`src/rtl/fetch_stage_if.sv`:
```
// Instruction-memory fetch port: single-cycle request/acknowledge with a read-data return.
interface fetch_stage_if;
    logic        imem_req;
    logic [31:0] imem_addr;
    logic        imem_ack;
    logic [31:0] imem_rdata;

    modport master (output imem_req, output imem_addr, input imem_ack, input imem_rdata);
    modport slave  (input imem_req, input imem_addr, output imem_ack, output imem_rdata);
endinterface

```
`src/rtl/fetch_stage.sv`:
```
// Instruction fetch stage: PC, single-word hold buffer for stalls, and the IF/ID pipeline register.
//
// state  | meaning
// S_REQ  | request at PC; a word acked during a stall is parked in the hold buffer
// S_HOLD | no request; hold buffer owns the next word until the stall releases
module fetch_stage #(
    parameter logic [31:0] RESET_PC = 32'h0000_0000
) (
    input  logic               clk,
    input  logic               rst,
    input  logic               freez,
    input  logic               brTaken,
    input  logic [31:0]        brAddr,
    fetch_stage_if.master      bus,
    output logic [31:0]        instruction,
    output logic [31:0]        PCOut,
    output logic               flushOut
);
    localparam logic [31:0] RESET_PC_W = {RESET_PC[31:2], 2'b00};

    typedef enum logic {S_REQ, S_HOLD} state_t;

    state_t      state, state_d;
    logic [31:0] pc, pc_d;
    logic [31:0] hold_buf, hold_buf_d;
    logic [31:0] instr_d, pcout_d;
    logic        flush_d;
    logic [31:0] pc_plus4;

    assign pc_plus4      = pc + 32'd4;
    assign bus.imem_addr = pc;
    // gated by rst so the request drops asynchronously with reset
    assign bus.imem_req  = rst && (state == S_REQ);

    always_ff @(posedge clk or negedge rst) begin
        if (!rst) begin
            state       <= S_REQ;
            pc          <= RESET_PC_W;
            hold_buf    <= 32'd0;
            instruction <= 32'd0;
            PCOut       <= 32'd0;
            flushOut    <= 1'b0;
        end else begin
            state       <= state_d;
            pc          <= pc_d;
            hold_buf    <= hold_buf_d;
            instruction <= instr_d;
            PCOut       <= pcout_d;
            flushOut    <= flush_d;
        end
    end

    always_comb begin
        state_d    = state;
        pc_d       = pc;
        hold_buf_d = hold_buf;
        instr_d    = instruction;
        pcout_d    = PCOut;
        flush_d    = flushOut;

        if (brTaken) begin
            // redirect wins over stall and ack; any parked or in-flight word is dropped
            state_d    = S_REQ;
            pc_d       = brAddr & 32'hFFFF_FFFC;
            hold_buf_d = 32'd0;
            instr_d    = 32'd0;
            pcout_d    = 32'd0;
            flush_d    = 1'b1;
        end else begin
            case (state)
                S_REQ: begin
                    if (bus.imem_ack) begin
                        if (freez) begin
                            hold_buf_d = bus.imem_rdata;
                            state_d    = S_HOLD;
                        end else begin
                            instr_d = bus.imem_rdata;
                            pcout_d = pc_plus4;
                            flush_d = 1'b0;
                            pc_d    = pc_plus4;
                        end
                    end else if (!freez) begin
                        instr_d = 32'd0;
                        pcout_d = 32'd0;
                        flush_d = 1'b0;
                    end
                end
                S_HOLD: begin
                    if (!freez) begin
                        instr_d = hold_buf;
                        pcout_d = pc_plus4;
                        flush_d = 1'b0;
                        pc_d    = pc_plus4;
                        state_d = S_REQ;
                    end
                end
                default: state_d = S_REQ;
            endcase
        end
    end
endmodule

```
`src/flat_wrapper.sv`:
```
// flat-port wrapper written by rule: the top's interface ports become plain ports
module fetch_stage_flat 
#(
    parameter logic [31:0] RESET_PC = 32'h0000_0000
)
  (clk, rst, freez, brTaken, brAddr, instruction, PCOut, flushOut, bus_imem_req, bus_imem_addr, bus_imem_ack, bus_imem_rdata);
  fetch_stage_if bus_i ();
  input  logic clk;
  input  logic rst;
  input  logic freez;
  input  logic brTaken;
  input  logic [31:0] brAddr;
  output logic [31:0] instruction;
  output logic [31:0] PCOut;
  output logic flushOut;
  output wire logic [$bits(bus_i.imem_req)-1:0] bus_imem_req;
  output wire logic [$bits(bus_i.imem_addr)-1:0] bus_imem_addr;
  input wire logic [$bits(bus_i.imem_ack)-1:0] bus_imem_ack;
  input wire logic [$bits(bus_i.imem_rdata)-1:0] bus_imem_rdata;
  assign bus_imem_req = bus_i.imem_req;
  assign bus_imem_addr = bus_i.imem_addr;
  assign bus_i.imem_ack = bus_imem_ack;
  assign bus_i.imem_rdata = bus_imem_rdata;
  fetch_stage #(.RESET_PC(RESET_PC)) u_core (.clk(clk), .rst(rst), .freez(freez), .brTaken(brTaken), .brAddr(brAddr), .bus(bus_i), .instruction(instruction), .PCOut(PCOut), .flushOut(flushOut));
endmodule
```
`config.mk`:
```
export PLATFORM = sky130hd
export DESIGN_NAME = fetch_stage_flat
export DESIGN_NICKNAME = d
export VERILOG_FILES = /design/src/rtl/fetch_stage_if.sv /design/src/rtl/fetch_stage.sv /design/src/flat_wrapper.sv
export SDC_FILE = /design/constraint.sdc
export NUM_CORES = 1
export LEC_CHECK = 0
export BUFFER_PORTS_ARGS = -buffer_cell sky130_fd_sc_hd__buf_2
export CORE_AREA = 2 2 115 117
export CTS_BUF_LIST = sky130_fd_sc_hd__clkbuf_4
export DETAILED_ROUTE_END_ITERATION = 10
export DIE_AREA = 0 0 117 119
export PLACE_DENSITY_LB_ADDON = 0.1
export RECOVER_POWER = 100
export SETUP_SLACK_MARGIN = 0.5
export SYNTH_ARGS = -nofsm -noshare
export SYNTH_HDL_FRONTEND = slang
export SYNTH_SLANG_ARGS = --single-unit
```
`constraint.sdc`:
```
create_clock -name clk -period 1.9 [get_ports clk]
set_input_delay 0.19 -clock clk [delete_from_list [all_inputs] [get_ports clk]]
set_output_delay 0.19 -clock clk [all_outputs]
set_load 0.01 [all_outputs]
```
==> impl_metrics.env, run 1 <==
export IMPL_pwr_share_clk_pct=30.3
export IMPL_routedWlPerCell_um=18.6
export IMPL_dieArea_mm2=0.0139
export IMPL_crit_arrival_ns=2.21
export IMPL_drv_slew=0
export IMPL_setup_violations=0
export IMPL_finClkSkew_ns=0.0166
export IMPL_slew_limit_headroom_pct=42.4
export IMPL_min_period_ns=1.80
export IMPL_numCtsBuffers=17
export IMPL_yosysSeqAreaShare_pct=52.2
export IMPL_power_frac_comb_pct=23.7
export IMPL_cpPeakStageDelay_ns=0.42
export IMPL_synth_edf_count=0
export IMPL_clock_fmax_mhz=556
export IMPL_hold_viol_final=0
export IMPL_mostFrequentLayoutCell="dfrtp_1"
export IMPL_start_kind="flip-flop"
export IMPL_rsz0062_at_grt="true"
export IMPL_drc_errors=0
export IMPL_nets=992
export IMPL_areaGrowthSynthToFinish_pct=59.9
export IMPL_synth_top_cell_area_share_pct=52.2
export IMPL_grt_pass1_wl_um=28400
export IMPL_maxCapViolCount=0
export IMPL_drt_iter0_markers=497
export IMPL_layout_drive_gt1_share_pct=39.0
export IMPL_start_util_pct=47.6
export IMPL_worst_pin_slew_ns=0.864
export IMPL_grt_pass1_vias=5770
export IMPL_syn_area_mm2=0.00613
export IMPL_cp_slowest_cell="dfrtp_1"
export IMPL_met2_usage_pct=44.3
export IMPL_wl_um=20600
export IMPL_ys_top_cells_by_area="dfrtp_1 52%, a22o_1 5.3%, nor2_1 5.1%"
export IMPL_power_density_mw_per_mm2=687
export IMPL_clock_sinks=128
export IMPL_route_antenna_remaining_nets=0
export IMPL_grt_max_degree=70
export IMPL_ys_ff_latch=128
export IMPL_critPathTopFamily="simple AND/OR/NAND/NOR gates"
export IMPL_die_x_um=117
export IMPL_num_vias=6039
export IMPL_worstPathCellList="nand4_4 -> buf_4 -> nor4_4 -> buf_4 -> nand3_1 -> xor2_1 -> o21ai_1"
export IMPL_core_area_mm2=0.0129
export IMPL_cts_htree_levels=4
export IMPL_fin_cells=1109
export IMPL_p_leak_uw=0.00449
export IMPL_fin_crit_sh_pct=94.7
export IMPL_crit_type="flip-flop to flip-flop"
export IMPL_die_y_um=119
export IMPL_io_pins=167
export IMPL_cts_max_path_buffers=2
export IMPL_cp_max_fo=4
export IMPL_routabilityCongestion=0.828
export IMPL_required_ns=2.31
export IMPL_vias_per_cell=5.45
export IMPL_outcome="finished clean"
export IMPL_fin_setup_tns_ns=0
export IMPL_fillers=876
export IMPL_sw_frac_of_total_pct=28.9
export IMPL_path_clk_slew_ns=0.11
export IMPL_hp_class="primary input to flip-flop"
export IMPL_cp_num_buf_inv=2
export IMPL_grt_overflow_total=0
export IMPL_ys_warnings_count=0
export IMPL_use_met1_pct=33.7
export IMPL_port_buffers=162
export IMPL_crit_top_cell="buf_4"
export IMPL_synth_cells=587
export IMPL_antenna_found_initial=0
export IMPL_grt_busiest_layer="met2"
export IMPL_worst_skew_pair_late_latency_ns=0.55
export IMPL_switching_power_uw=1940
export IMPL_cts_tree="yes"
export IMPL_ir_drop_mv=0.512
export IMPL_p_int_uw=4790
export IMPL_dpl_cell_count=915
export IMPL_insertedDiodeCount=0
export IMPL_synth_area_per_cell_um2=10.4
export IMPL_async_reset_ff_share_pct=100
export IMPL_drt_pass1_iterations=5
export IMPL_crit_path_end_kind="flip-flop"
export IMPL_ys_types=51
export IMPL_grt_use_met3_pct=6.21
export IMPL_dp_hpwl_um=10700
export IMPL_rows=42
export IMPL_synth_flop_cell="dfrtp_1"
export IMPL_p_seq_share_pct=46.0
export IMPL_layout_common_cells="111 x dfrtp_1, 76 x nor2_1, 74 x buf_2, 72 x buf_4, 71 x clkbuf_1"
export IMPL_gr_usage_all_layers_pct=26.4
export IMPL_clockRootBuffer="clkbuf_4"
export IMPL_synth_top_cell_by_area="dfrtp_1"
-- area by class of cell --
type / count / area (um^2) / area share (%)
multi-input cells: 416 / 3250 / 33.2
repair buffers: 356 / 2800 / 28.5
flip-flops and latches: 128 / 3220 / 32.9
well taps: 176 / 220 / 2.24
clock buffers: 21 / 158 / 1.61
clock inverters: 9 / 141 / 1.44
inverters: 3 / 16.3 / 0.166
-- worst paths after layout --
| kind | depth (start not counted) | start | to | slack, ns |
|---|---|---|---|---|
| worst max register to register | 7 | u_core.bus.imem_addr[7]$_DFFE_PN0P_ | u_core.bus.imem_addr[23]$_DFFE_PN0P_ | 0.10 |
| worst max-delay path | 7 | u_core.bus.imem_addr[7]$_DFFE_PN0P_ | u_core.bus.imem_addr[23]$_DFFE_PN0P_ | 0.10 |
| worst min register to register | 1 | u_core.flushOut$_DFFE_PN0P_ | u_core.flushOut$_DFFE_PN0P_ | 0.50 |
| min in group asynchronous | 2 | rst | u_core.instruction[18]$_DFFE_PN0P_ | 0.29 |
| max in group asynchronous | 3 | rst | u_core.bus.imem_addr[19]$_DFFE_PN0P_ | 0.47 |
| worst min-delay path | 2 | freez | u_core.PCOut[9]$_DFFE_PN0P_ | 0.1 |
-- stage by stage --
step	worst slack [ns]	utilization (%)	instance area (um^2)	power [uW]	hold WS (ns)
2_1_floorplan	0.124	-	6230	3680	-0.106
3_3_place_gp	0.0456	56.7	7300	4130	0.0448
3_5_place_dp	0.0136	56.7	7300	4160	0.0476
4_1_cts	0.147	68.7	8850	6460	0.000373
5_1_grt	-0.0166	76.2	9810	7020	0.0718
6_report	0.102	76.2	9810	6730	0.0987
-- cell usage after synthesis, types with 4 or more instances --
cell type and count:
nand2_1 52, xnor2_1 26, buf_6 4, a22o_1 37
o21ai_1 5, nor4_4 4, a21oi_1 10, nor2_1 83
and3_1 4, buf_4 5, o21ai_0 41, xor2_1 30
and2_1 6, a221oi_1 32, dfrtp_1 128, clkbuf_1 27
nand4_1 15, nand3_1 16, buf_2 4, nand2b_1 11
-- state kept, by name, indices dropped and copies added (netlist names) --
name / flops
u_core.PCOut: 32
u_core.state: 1
u_core.bus.imem_addr: 30
u_core.instruction: 32
u_core.hold_buf: 32
u_core.flushOut: 1
-- per-layer routing --
metal,part of all wire [%],vias up
li1,-,2748
met5,0,-
met2,51,240
met1,41,3004
met4,2.6,0
met3,5.7,47
-- power by group through the flow --
stage | clock [uW] | sequential, uW | combinational, uW
global route | 2190 | 3120 | 1710
floorplan | 0 | 3200 | 485
global placement | 0 | 3130 | 1000
finish | 2040 | 3100 | 1590
CTS | 2080 | 3080 | 1300
detailed placement | 0 | 3140 | 1020
-- kinds of logic after synthesis --
group / after synthesis / synth area share [%]
flops: 128 / 52.2
compound gates: 134 / 15.7
mux: 3 / 0.510
xor+xnor: 56 / 8.00
buf+inv: 48 / 4.49
simple gates: 216 / 18.8
fa+ha+maj: 1 / 0.204
other cells: 1 / 0.0611
-- timing repair --
item | CTS | global route
hold endpoints to repair | 224 | 0
pin swaps | 28 | 85
gates resized for setup | 56 | 117
buffers inserted | 43 | 45
hold buffers | 65 | 0
cloned | 2 | 9
endpoints found under the setup margin | 114 | 148
Note: power is estimated with default switching activity, not from simulation.
==> run 2, diff against run 1 <==
--- a/config.mk
+++ b/config.mk
@@ -6,10 +6,10 @@
 export NUM_CORES = 1
 export LEC_CHECK = 0
 export BUFFER_PORTS_ARGS = -buffer_cell sky130_fd_sc_hd__buf_2
-export CORE_AREA = 2 2 115 117
+export CORE_AREA = 2 2 129 106
 export CTS_BUF_LIST = sky130_fd_sc_hd__clkbuf_4
 export DETAILED_ROUTE_END_ITERATION = 10
-export DIE_AREA = 0 0 117 119
+export DIE_AREA = 0 0 131 108
 export PLACE_DENSITY_LB_ADDON = 0.1
 export RECOVER_POWER = 100
 export SETUP_SLACK_MARGIN = 0.5
==> impl_metrics.env, run 2 (same netlist as run 1, synthesis figures left out) <==
export IMPL_cts_htree_levels=4
export IMPL_grt_max_degree=81
export IMPL_drc_errors=0
export IMPL_start_kind="flip-flop"
export IMPL_die_y_um=108
export IMPL_timing_hold_ws_ns=0.141
export IMPL_post_place_ws_ns=0.0398
export IMPL_clockRootBuffer="clkbuf_4"
export IMPL_min_period_ns=1.80
export IMPL_pwr_share_clk_pct=26.8
export IMPL_finClkSkew_ns=0.0141
export IMPL_r2r_cells=7
export IMPL_design_area_mm2=0.00934
export IMPL_p_leak_uw=0.00425
export IMPL_clock_fmax_mhz=555
export IMPL_worst_pin_slew_ns=1.30
export IMPL_rows=37
export IMPL_nets=983
export IMPL_drv_slew=0
export IMPL_rr_endpoint="u_core.PCOut[25]$_DFFE_PN0P_"
export IMPL_cp_max_fo=6
export IMPL_numCtsBuffers=17
export IMPL_worst_slack_ns=0.0972
export IMPL_grt_pass1_wl_um=29000
export IMPL_dp_hpwl_um=10700
export IMPL_crit_path_end_kind="flip-flop"
export IMPL_largestRegisters="u_core.PCOut x32, u_core.hold_buf x32, u_core.instruction x32"
export IMPL_crit_type="flip-flop to flip-flop"
export IMPL_start_util_pct=48.2
export IMPL_outcome="finished clean"
export IMPL_grt_overflow_total=0
export IMPL_layout_common_cells="117 x dfrtp_1, 90 x clkbuf_1, 76 x nor2_1, 68 x buf_2, 63 x dlygate4sd3_1"
export IMPL_cts_max_path_buffers=2
export IMPL_multi_input_area_mm2=0.00310
export IMPL_regArea_mm2=0.00322
export IMPL_antenna_found_initial=0
export IMPL_power_frac_comb_pct=24.1
export IMPL_clock_sinks=128
export IMPL_drt_iter0_markers=446
export IMPL_areaGrowthSynthToFinish_pct=52.2
export IMPL_routabilityCongestion=0.827
export IMPL_p_int_uw=4320
export IMPL_drt_pass1_iterations=5
export IMPL_cts_tree="yes"
export IMPL_r2r_slack_ns=0.1
export IMPL_rsz0062_at_grt="true"
export IMPL_fillers=949
export IMPL_wl_um=20600
export IMPL_worstReg2RegStart="u_core.bus.imem_addr[4]$_DFFE_PN0P_"
export IMPL_num_vias=6081
export IMPL_maxCapViolCount=0
export IMPL_fin_setup_tns_ns=0
export IMPL_fin_crit_sh_pct=94.9
export IMPL_power_uw=6270
export IMPL_hold_viol_final=0
export IMPL_grt_pass1_vias=5619
export IMPL_slew_limit_headroom_pct=13.5
export IMPL_switching_power_uw=1950
export IMPL_port_buffers=162
export IMPL_required_ns=2.35
export IMPL_mostFrequentLayoutCell="dfrtp_1"
export IMPL_path_clk_slew_ns=0.11
export IMPL_dieArea_mm2=0.0141
export IMPL_power_density_mw_per_mm2=671
export IMPL_placed_cell_area_mm2=0.00729
export IMPL_core_area_mm2=0.0127
export IMPL_crit_arrival_ns=2.25
export IMPL_sw_frac_of_total_pct=31.1
export IMPL_insertedDiodeCount=0
export IMPL_hp_class="primary input to async pin"
export IMPL_die_x_um=131
export IMPL_ir_drop_mv=0.529
export IMPL_gr_usage_all_layers_pct=26.7
export IMPL_vias_per_cell=5.53
export IMPL_layout_drive_gt1_share_pct=34.1
export IMPL_p_seq_share_pct=49.1
export IMPL_routedWlPerCell_um=18.8
export IMPL_io_pins=167
export IMPL_worst_skew_pair_late_latency_ns=0.55
export IMPL_route_antenna_remaining_nets=0
export IMPL_setup_violations=0
==> run 2: worst max-delay path, stage by stage (launching register included) <==
cell and delay [ns]:
dfrtp_1 0.49, nand3_4 0.16, nor4_4 0.27, buf_4 0.20, buf_12 0.14, nand3_2 0.09
xnor2_1 0.15, a22o_1 0.20
==> run 2: worst max path at each step <==
stage / slack, ns / startpoint / end / depth (start not counted)
2_1_floorplan: 0.12 / u_core.bus.imem_addr[7]$_DFFE_PN0P_ / u_core.bus.imem_addr[22]$_DFFE_PN0P_ / 6
6_report: 0.1 / u_core.bus.imem_addr[4]$_DFFE_PN0P_ / u_core.PCOut[25]$_DFFE_PN0P_ / 7
3_3_place_gp: 0.09 / u_core.state$_DFF_PN0_ / u_core.instruction[14]$_DFFE_PN0P_ / 5
3_5_place_dp: 0.04 / u_core.state$_DFF_PN0_ / u_core.instruction[15]$_DFFE_PN0P_ / 5
4_1_cts: 0.16 / u_core.bus.imem_addr[7]$_DFFE_PN0P_ / u_core.PCOut[22]$_DFFE_PN0P_ / 7
5_1_grt: 0.04 / u_core.bus.imem_addr[4]$_DFFE_PN0P_ / u_core.bus.imem_addr[19]$_DFFE_PN0P_ / 7
==> run 2: layout make-up <==
cell class,count,share of cell area [%]
inverter,3,0.121
clock inverter,9,0.750
timing repair buffer,345,27.5
tap,175,2.35
multi-input combinational,418,33.2
sequential,128,34.5
clock buffer,21,1.69
==> run 2: timing repair <==
item                       4_1_cts  5_1_grt
setup endpoints to repair      108      251
gates resized for setup         70      123
pin swaps                       31       80
buffers inserted                40       45
hold buffers                    64        0
cloned                           3        7
hold endpoints to repair       223        0
==> run 2: per-layer routing <==
metal  track usage [%]  share of wire, %  wire length (um)  vias up
met5                 0                 0                 0        -
met4              8.66               2.6               530        0
met3              5.69               6.1              1260       48
met2              41.0                48              9830      272
met1              37.9                44              9030     3010
li1                  -                 -                 -     2751
==> run 2: power by group through the flow <==
stage          logic [uW]  registers [uW]  clock network, uW
2_1_floorplan         485            3200                  0
3_3_place_gp         1010            3130                  0
3_5_place_dp         1020            3140                  0
4_1_cts              1320            3070               1710
5_1_grt              1630            3100               1840
6_report             1510            3080               1680
==> run 2: metrics by stage <==
step,cells,util [%]
after global placement,910,57.3
final,1099,73.3
after floorplan,588,-
after detailed placement,910,57.3
after CTS,1047,68.8
after global routing,1099,73.3
==> run 3, diff against run 2 <==
--- a/config.mk
+++ b/config.mk
@@ -6,10 +6,10 @@
 export NUM_CORES = 1
 export LEC_CHECK = 0
 export BUFFER_PORTS_ARGS = -buffer_cell sky130_fd_sc_hd__buf_2
-export CORE_AREA = 2 2 129 106
+export CORE_AREA = 2 2 125 103
 export CTS_BUF_LIST = sky130_fd_sc_hd__clkbuf_4
 export DETAILED_ROUTE_END_ITERATION = 10
-export DIE_AREA = 0 0 131 108
+export DIE_AREA = 0 0 127 105
 export PLACE_DENSITY_LB_ADDON = 0.1
 export RECOVER_POWER = 100
 export SETUP_SLACK_MARGIN = 0.5
==> constraint.sdc (replaced) <==
create_clock -name clk -period 2.3 [get_ports clk]
set_input_delay 0.23 -clock clk [delete_from_list [all_inputs] [get_ports clk]]
set_output_delay 0.23 -clock clk [all_outputs]
set_load 0.01 [all_outputs]
==> impl_metrics.env, run 3 (same netlist as run 1, synthesis figures left out) <==
export IMPL_numCtsBuffers=17
export IMPL_cts_htree_levels=4
export IMPL_start_kind="flip-flop"
export IMPL_die_x_um=127
export IMPL_power_density_mw_per_mm2=623
export IMPL_min_period_ns=1.90
export IMPL_fin_setup_tns_ns=0
export IMPL_power_frac_comb_pct=17.2
export IMPL_fillers=1010
export IMPL_crit_type="flip-flop to flip-flop"
export IMPL_areaGrowthSynthToFinish_pct=30.9
export IMPL_insertedDiodeCount=0
export IMPL_layout_common_cells="125 x dfrtp_1, 88 x clkbuf_1, 81 x nor2_1, 81 x buf_2, 64 x dlygate4sd3_1"
export IMPL_grt_overflow_total=0
export IMPL_outcome="finished clean"
export IMPL_setup_violations=0
export IMPL_drt_iter0_markers=327
export IMPL_p_seq_share_pct=51.2
export IMPL_port_buffers=162
export IMPL_finClkSkew_ns=0.0124
export IMPL_route_antenna_remaining_nets=0
export IMPL_dp_hpwl_um=10200
export IMPL_mostFrequentLayoutCell="dfrtp_1"
export IMPL_clock_sinks=128
export IMPL_cts_tree="yes"
export IMPL_vias_per_cell=5.38
export IMPL_clock_fmax_mhz=527
export IMPL_p_int_uw=3580
export IMPL_drc_errors=0
export IMPL_fin_crit_sh_pct=82.5
export IMPL_worst_skew_pair_late_latency_ns=0.55
export IMPL_gr_usage_all_layers_pct=24.6
export IMPL_cts_max_path_buffers=2
export IMPL_clockRootBuffer="clkbuf_4"
export IMPL_slew_limit_headroom_pct=24.7
export IMPL_required_ns=2.77
export IMPL_hold_viol_final=0
export IMPL_hp_class="primary input to async pin"
export IMPL_layout_drive_gt1_share_pct=20.6
export IMPL_num_vias=5350
export IMPL_sw_frac_of_total_pct=28.5
export IMPL_pwr_share_clk_pct=31.6
export IMPL_fin_cells=995
export IMPL_grt_pass1_vias=5177
export IMPL_cp_max_fo=5
export IMPL_r2r_slack_ns=0.40
export IMPL_routabilityCongestion=0.821
export IMPL_crit_arrival_ns=2.36
export IMPL_nets=902
export IMPL_crit_path_end_kind="flip-flop"
export IMPL_largestRegisters="u_core.PCOut x32, u_core.hold_buf x32, u_core.instruction x32"
export IMPL_rsz0062_at_grt="true"
export IMPL_grt_pass1_wl_um=25800
export IMPL_switching_power_uw=1420
export IMPL_io_pins=167
export IMPL_maxCapViolCount=0
export IMPL_wl_um=16500
export IMPL_core_area_mm2=0.0120
export IMPL_p_leak_uw=0.00366
export IMPL_worst_pin_slew_ns=1.13
export IMPL_drt_pass1_iterations=5
export IMPL_start_util_pct=51.2
export IMPL_path_clk_slew_ns=0.11
export IMPL_ir_drop_mv=0.415
export IMPL_antenna_found_initial=0
export IMPL_dpl_cell_count=876
export IMPL_drv_slew=0
export IMPL_die_y_um=105
export IMPL_routedWlPerCell_um=16.6
export IMPL_grt_max_degree=80
export IMPL_rows=36
export IMPL_dieArea_mm2=0.0133
==> run 3: final cells by class <==
| cell class | count | area, um^2 | area share, % |
|---|---|---|---|
| multi-input cells | 412 | 2680 | 33.4 |
| clock inverters | 8 | 115 | 1.43 |
| well taps | 152 | 190 | 2.37 |
| clock buffers | 22 | 165 | 2.06 |
| inverters | 3 | 11.3 | 0.140 |
| flip-flops and latches | 128 | 3210 | 39.9 |
| repair buffers | 270 | 1660 | 20.7 |
==> run 3: metal layers <==
layer | global-route usage [%] | wire, um
met1 | 32.4 | 7310
met2 | 40.2 | 8110
met3 | 5.79 | 948
met4 | 8.24 | 144
met5 | 0 | 0
==> run 3: critical path: stages (launching register included) <==
cell	delay, ns
dfrtp_2	0.38
clkbuf_1	0.20
nand2_1	0.23
nor4_4	0.35
buf_4	0.20
nand4_2	0.11
xor2_1	0.18
o21ai_0	0.16
==> run 3: path summary, 6_finish.rpt <==
path,startpoint,endpoint,cells past startpoint
min in group clk,brTaken,u_core.bus.imem_addr[9]$_DFFE_PN0P_,2
worst min-delay path,rst,u_core.hold_buf[14]$_DFFE_PN0P_,2
worst min register to register,u_core.hold_buf[9]$_DFFE_PN0P_,u_core.hold_buf[9]$_DFFE_PN0P_,2
worst max register to register,u_core.bus.imem_addr[2]$_DFFE_PN0P_,u_core.bus.imem_addr[27]$_DFFE_PN0P_,7
max in group asynchronous,rst,u_core.PCOut[24]$_DFFE_PN0P_,3
worst max-delay path,u_core.bus.imem_addr[2]$_DFFE_PN0P_,u_core.bus.imem_addr[27]$_DFFE_PN0P_,7
==> run 3: repair_timing <==
item / CTS / global route
hold buffers: 64 / 0
endpoints found under the hold margin: 223 / 0
setup buffers: 7 / 17
endpoints found under the setup margin: 30 / 34
resized for setup: 11 / 15
cloned: 0 / 1
pin swaps: 5 / 7
==> run 3: through the flow <==
stage / worst slack, ns / hold slack (ns) / total power (uW) / utilization (%) / instance area (um^2)
after floorplan: 0.502 / -0.0656 / 3020 / - / 6140
after global placement: 0.408 / 0.0962 / 3350 / 59.0 / 7070
after detailed placement: 0.362 / 0.0983 / 3370 / 59.0 / 7070
after CTS: 0.489 / 0.0486 / 5060 / 67.4 / 8080
after global routing: 0.245 / 0.0414 / 5260 / 67.0 / 8030
final: 0.401 / 0.0599 / 5010 / 67.0 / 8030
==> run 3: power groups by stage <==
stage          sequential [uW]  clock, uW  combinational (uW)
2_1_floorplan             2640          0                 381
5_1_grt                   2580       1720                 951
6_report                  2560       1580                 862
3_5_place_dp              2610          0                 761
3_3_place_gp              2600          0                 750
4_1_cts                   2570       1620                 865
